<file path="config.mk">
export PLATFORM = sky130hd
export DESIGN_NAME = sdp_fifo_ctrl
export DESIGN_NICKNAME = d
export VERILOG_FILES = /design/src/rtl/sdp_fifo_ctrl.sv
export SDC_FILE = /design/constraint.sdc
export NUM_CORES = 1
export LEC_CHECK = 0
export ABC_AREA = 0
export BUFFER_PORTS_ARGS = -buffer_cell sky130_fd_sc_hd__buf_2
export CAP_MARGIN = 0
export CORE_AREA = 2 2 104 106
export DETAILED_ROUTE_END_ITERATION = 12
export DIE_AREA = 0 0 106 108
export GPL_TIMING_DRIVEN = 0
export HOLD_SLACK_MARGIN = 0.1
export MAX_ROUTING_LAYER = met4
export PLACE_DENSITY = 0.85
export SYNTH_ARGS = -nofsm -noshare
export SYNTH_HDL_FRONTEND = slang
export SYNTH_SLANG_ARGS = --single-unit
</file>
<file path="constraint.sdc">
create_clock -name clk -period 10.3 [get_ports clk]
set_input_delay 0.515 -clock clk [delete_from_list [all_inputs] [get_ports clk]]
set_output_delay 0.515 -clock clk [all_outputs]
set_load 0.02 [all_outputs]
</file>
<file path="src/rtl/sdp_fifo_ctrl.sv">
// Synchronous FIFO controller around a simple-dual-port BRAM with a 2-entry output buffer.
// Optional combinational read-data bypass to the pop port: define SDP_FIFO_BYPASS_EN.
module sdp_fifo_ctrl #(
  parameter int ABITS     = 10,
  parameter int DBITS     = 36,
  parameter int NBYTES    = 4,
  parameter int BYTEWIDTH = 9
) (
  input  logic               clk,
  input  logic               rst_n,
  input  logic               s_valid,
  output logic               s_ready,
  input  logic [DBITS-1:0]   s_data,
  output logic               m_valid,
  input  logic               m_ready,
  output logic [DBITS-1:0]   m_data,
  output logic [ABITS+1:0]   count,
  output logic [ABITS-1:0]   ram_wa,
  output logic [DBITS-1:0]   ram_wd,
  output logic               ram_we,
  output logic [NBYTES-1:0]  ram_be,
  output logic [ABITS-1:0]   ram_ra,
  output logic               ram_re,
  input  logic [DBITS-1:0]   ram_rd
);

  if (DBITS != NBYTES * BYTEWIDTH) begin : g_bad_cfg
    $error("sdp_fifo_ctrl: DBITS must equal NBYTES*BYTEWIDTH");
  end

  localparam logic [ABITS:0]   DEPTH   = {1'b1, {ABITS{1'b0}}};
  localparam logic [ABITS-1:0] PTR_ONE = {{(ABITS-1){1'b0}}, 1'b1};
  localparam logic [ABITS:0]   CNT_ONE = {{ABITS{1'b0}}, 1'b1};

  // Handshakes: a word moves on a port when valid && ready at posedge clk.
  logic [ABITS-1:0] wptr, rptr;
  logic [ABITS:0]   mem_cnt;
  logic             inflight;
  logic [1:0]       buf_cnt;
  logic [DBITS-1:0] buf0, buf1;

  logic       push, pop, bypass_pop, buf_pop, buf_wr;
  logic [1:0] cnt_mid;
  logic [2:0] occ;

  assign s_ready = rst_n && (mem_cnt != DEPTH);
  assign push    = s_valid && s_ready;
  assign pop     = m_valid && m_ready;

`ifdef SDP_FIFO_BYPASS_EN
  // Empty buffer with a read landing: present ram_rd directly to the pop port.
  assign m_valid    = (buf_cnt != 2'd0) || inflight;
  assign m_data     = (buf_cnt == 2'd0) ? ram_rd : buf0;
  assign bypass_pop = (buf_cnt == 2'd0) && inflight && pop;
`else
  assign m_valid    = (buf_cnt != 2'd0);
  assign m_data     = buf0;
  assign bypass_pop = 1'b0;
`endif

  // A read is only issued if its data is guaranteed a buffer slot when it lands.
  assign occ     = {1'b0, buf_cnt} + {2'b00, inflight} - {2'b00, pop};
  assign ram_re  = (mem_cnt != '0) && (occ < 3'd2);
  assign buf_pop = pop && !bypass_pop;
  assign buf_wr  = inflight && !bypass_pop;
  assign cnt_mid = buf_cnt - {1'b0, buf_pop};

  assign ram_wa = wptr;
  assign ram_wd = s_data;
  assign ram_we = push;
  assign ram_be = {NBYTES{1'b1}};
  assign ram_ra = rptr;
  assign count  = {1'b0, mem_cnt} + {{(ABITS+1){1'b0}}, inflight} + {{ABITS{1'b0}}, buf_cnt};

  always_ff @(posedge clk or negedge rst_n) begin
    if (!rst_n) begin
      wptr     <= '0;
      rptr     <= '0;
      mem_cnt  <= '0;
      inflight <= 1'b0;
      buf_cnt  <= 2'd0;
    end else begin
      if (push)   wptr <= wptr + PTR_ONE;
      if (ram_re) rptr <= rptr + PTR_ONE;
      case ({push, ram_re})
        2'b10:   mem_cnt <= mem_cnt + CNT_ONE;
        2'b01:   mem_cnt <= mem_cnt - CNT_ONE;
        default: mem_cnt <= mem_cnt;
      endcase
      inflight <= ram_re;
      buf_cnt  <= cnt_mid + {1'b0, buf_wr};
    end
  end

  // Data path: shift on pop first, then land the returning read in the first free slot.
  always_ff @(posedge clk) begin
    if (buf_pop) buf0 <= buf1;
    if (buf_wr) begin
      if (cnt_mid == 2'd0) buf0 <= ram_rd;
      else                 buf1 <= ram_rd;
    end
  end

endmodule

</file>
==> flow_summary.rst <==
.. list-table::
   :header-rows: 1

   * - Metric
     - Value
   * - Die span in x
     - 106 µm
   * - Number of antenna violations at the first check in global routing
     - 0
   * - Sw frac
     - 45.00%
   * - Crit path buffers/inverters
     - 3
   * - Post-synthesis instance total
     - 464
   * - Distinct cell type count of the synthesized netlist
     - 46
   * - Post-Route Utilization
     - 61.26%
   * - Final number of hold-violating endpoints
     - 0
   * - Internal power of the cells
     - 1.275 mW
   * - Flop pwr share
     - 32.2%
   * - Standby leakage power
     - 3.061 nW
   * - Number of sinks driven by the clock tree
     - 106
   * - GRT Util Overall
     - between 20% and 30%
   * - Power density relative to cell area
     - 369.9 nW/µm²
   * - HPWL after DPL
     - 8366 µm
   * - Number of storage elements in the synthesis netlist
     - between 100 and 150
   * - Crit share post-route
     - 51.62%
   * - Async set-or-reset flop fraction in the synthesized netlist
     - about a third
   * - Clock slew at reported path FFs
     - 0.10 ns
   * - Kind of start point of the critical path
     - register
   * - Post-route ant nets
     - 0
   * - Starting density of the core
     - 49.70%
   * - Data arrival time of the critical path
     - approximately 5.6 ns
   * - # H-tree levels
     - 3
   * - Critical path start-end classification
     - register to register
   * - Outcome
     - completed
   * - Gate family responsible for the most delay along the worst path
     - simple AND/OR/NAND/NOR gates
   * - Number of global-route vias before repair
     - 3684
   * - Final setup fails
     - 0
   * - Diode insertion count for antenna repair
     - 0
   * - Global placer's final weighted congestion
     - 0.8637
   * - Comb pwr share
     - 55.2%
   * - Critical path peak fanout
     - 13
   * - Setup TNS
     - 0 ns
   * - Vias/cell
     - 5.095
   * - Cell breakdown of the critical path
     - or2_2 -> nand2_1 -> buf_2 -> buf_2 -> nor2_1 -> fa_1 -> xnor2_1 -> nand2_1 -> a21oi_1 -> buf_1 -> ha_1 -> ha_1 -> o21a_1 -> or4b_2 -> and3_1 -> o211ai_1 -> xnor2_1
   * - # Post-CTS Setup Buffers
     - 0
   * - Skew final
     - 0.01287 ns
   * - Sequential fraction of the synthesis area
     - roughly 52%
   * - Number of DRC violations after detailed routing
     - 0
   * - Average cell area after synthesis
     - 10.96 µm²
   * - Delay contributed by the slowest stage of the critical path
     - roughly 0.63 ns
   * - Maximum capacitance violations
     - 0
   * - Fin nets
     - 721
   * - Number of cell rows
     - 37
   * - Number of buffers created by CTS
     - 9
   * - Max clock buf depth
     - 2
   * - DR iter-0 viols
     - 213
   * - DR vias
     - 3908
   * - Worst-skew pair later-pin latency
     - ~0.36 ns
   * - Placeable Area
     - 10230 µm²
   * - Sum of routed wire length over all layers
     - about 11000 µm
   * - TritonCTS clock tree
     - built
   * - First-pass DRT Iterations
     - 4
   * - Maximum operating frequency
     - 188.1 MHz
   * - Yosys synthesis warning count
     - 0
   * - Top_reg_cell synth
     - sky130_fd_sc_hd__edfxtp_1
   * - First-pass GRT wire length
     - 17830 µm
   * - Worst max-slew margin expressed relative to the limit
     - 47.74%
   * - Slowest cell on the critical path
     - sky130_fd_sc_hd__ha_1
   * - Least-Margin Pin Slew
     - 0.7838 ns
   * - Chip Height
     - between 100 and 150 µm
   * - Global route total overflow
     - 0
   * - Endpoint type of the worst setup path
     - register
   * - Number of buffer cells added on primary ports
     - 147
   * - Largest net degree at the start of global routing
     - 36
   * - Fraction of final layout cells sized beyond drive strength 1
     - approximately a third
   * - Post-synthesis instance area
     - 5085 µm²
   * - Mean routed wirelength per cell
     - 14.46 µm
   * - Type of the most critical hold path
     - input pin to async pin
   * - Top-Level Pins
     - around 190
   * - Clk pwr share
     - 12.6%
   * - Switching power
     - 1.043 mW
   * - Worst supply voltage drop on vdd
     - ~0.00015 V
   * - Setup repair after global routing missed its margin
     - no
   * - Post-CTS sizing
     - 0
   * - Number of synthesized flops with an enable pin
     - 36
   * - Growth of design area from synthesis to finish
     - 23.25%
   * - Clock tree root driver cell
     - sky130_fd_sc_hd__clkbuf_8
   * - Number of buffers inserted for hold repair after clock tree synthesis
     - 0
   * - Critical path data required time
     - around 11 ns
   * - Area of the die
     - 11450 µm²
   * - Final slew viol count
     - 0
   * - Final min period
     - 5.317 ns
==> power groups by stage <==
stage	logic, mW	registers, mW	clock network [mW]
3_5_place_dp	1.28	0.757	0
6_report	1.28	0.747	0.291
2_1_floorplan	0.808	0.856	0
4_1_cts	1.28	0.749	0.298
3_3_place_gp	1.22	0.748	0
5_1_grt	1.42	0.771	0.315
==> path summary, 6_finish.rpt <==
path / end / cells past startpoint / start / slack [ns]
worst max register to register: mem_cnt[10] / 17 / buf_cnt[1] / 4.98
worst min-delay path: mem_cnt[9] / 1 / rst_n / 0.22
max in group asynchronous: ram_ra[4] / 1 / rst_n / 9.57
min in group clk: buf1[4] / 1 / ram_rd[4] / 0.34
worst max-delay path: mem_cnt[10] / 17 / buf_cnt[1] / 4.98
worst min register to register: ram_wa[9] / 1 / ram_wa[9] / 0.48
==> area by class of cell <==
class / instances / area (µm²)
Fill cell: 864 / 3964
Multi-Input combinational cell: 290 / 2033
Clock inverter: 5 / 82.58
Inverter: 14 / 52.55
Timing Repair Buffer: 148 / 755.7
Sequential cell: 106 / 2653
Clock buffer: 11 / 151.4
Tap cell: 136 / 170.2
Buffer: 57 / 369.1
==> Yosys cell counts (8+ instances only) <==
cell                       count  share of area [%]
sky130_fd_sc_hd__edfxtp_1     36                 21
sky130_fd_sc_hd__nand2_1      19                1.4
sky130_fd_sc_hd__clkbuf_1     11               0.81
sky130_fd_sc_hd__mux2i_1      38                7.5
sky130_fd_sc_hd__nand3_1       8               0.79
sky130_fd_sc_hd__a21oi_1      44                4.3
sky130_fd_sc_hd__dfxtp_1      36                 14
sky130_fd_sc_hd__and3_1       11                1.4
sky130_fd_sc_hd__buf_4        40                5.9
sky130_fd_sc_hd__nand4_1       8               0.98
sky130_fd_sc_hd__nor2_1       50                3.7
sky130_fd_sc_hd__inv_1        14                1.0
sky130_fd_sc_hd__dfrtp_1      34                 17
sky130_fd_sc_hd__xor2_1       11                1.9
sky130_fd_sc_hd__xnor2_1      26                4.5
sky130_fd_sc_hd__ha_1         15                3.7
==> registers in the layout, summed over array words and instances (netlist names) <==
signal,flops
buf1,36
buf_cnt,2
buf_wr,1
m_data,36
mem_cnt,11
ram_ra,10
ram_wa,10
==> through the flow <==
| stage | hold WS (ns) | power (mW) | setup slack [ns] | cell area, µm² | std cells |
|---|---|---|---|---|---|
| floorplan | 0.2194 | 1.664 | 5.488 | 5096 | 467 |
| global placement | 0.4542 | 1.971 | 5.114 | 6002 | 750 |
| detailed placement | 0.4567 | 2.036 | 4.989 | 6033 | 751 |
| CTS | 0.2402 | 2.331 | 4.952 | 6267 | 767 |
| global route | 0.2760 | 2.505 | 4.485 | 6267 | 767 |
| finish | 0.2186 | 2.318 | 4.983 | 6267 | 767 |
==> layout by cell type (no fill, tap or decap), types with 3 or more instances in the layout <==
| cell | instances |
|---|---|
| sky130_fd_sc_hd__o21ai_0 | 6 |
| sky130_fd_sc_hd__clkbuf_1 | 11 |
| sky130_fd_sc_hd__o211ai_1 | 3 |
| sky130_fd_sc_hd__a21oi_1 | 43 |
| sky130_fd_sc_hd__dfrtp_1 | 34 |
| sky130_fd_sc_hd__edfxtp_1 | 36 |
| sky130_fd_sc_hd__mux2_2 | 3 |
| sky130_fd_sc_hd__nand4_1 | 8 |
| sky130_fd_sc_hd__buf_4 | 40 |
| sky130_fd_sc_hd__mux2i_1 | 38 |
| sky130_fd_sc_hd__o31ai_1 | 3 |
| sky130_fd_sc_hd__conb_1 | 4 |
| sky130_fd_sc_hd__o21a_1 | 5 |
| sky130_fd_sc_hd__dfxtp_1 | 36 |
| sky130_fd_sc_hd__fa_1 | 4 |
| sky130_fd_sc_hd__clkbuf_8 | 11 |
| sky130_fd_sc_hd__nand2_1 | 19 |
| sky130_fd_sc_hd__ha_1 | 15 |
| sky130_fd_sc_hd__inv_1 | 14 |
| sky130_fd_sc_hd__nand3_1 | 8 |
| sky130_fd_sc_hd__and3_1 | 11 |
| sky130_fd_sc_hd__nor3_1 | 5 |
| sky130_fd_sc_hd__xor2_1 | 11 |
| sky130_fd_sc_hd__nor2_1 | 50 |
| sky130_fd_sc_hd__buf_2 | 151 |
| sky130_fd_sc_hd__xnor2_1 | 26 |
| sky130_fd_sc_hd__o2111ai_1 | 3 |
==> cell families after synthesis <==
family	count (synthesis)	share of synthesized area (%)
AND/OR/NAND/NOR	114	10.78
flip-flops	106	52.17
AO/OA/AOI/OAI	74	8.686
buffers and inverters	71	8.292
multiplexers	42	8.366
XOR/XNOR	37	6.373
adder cells (fa/ha/maj)	19	5.266
other	1	0.07375
==> layer usage <==
layer / track usage [%] / part of all wire [%] / up-vias / routed length [µm]
met5: - / 0 / - / 0
met4: 6.955 / 1.8 / 0 / 203
met3: 3.074 / 5.1 / 15 / 567
met2: 33.78 / 50 / 137 / 5554
met1: 24.97 / 43 / 1848 / 4764
li1: - / - / 1908 / -
Note: power is estimated with default switching activity, not from simulation.
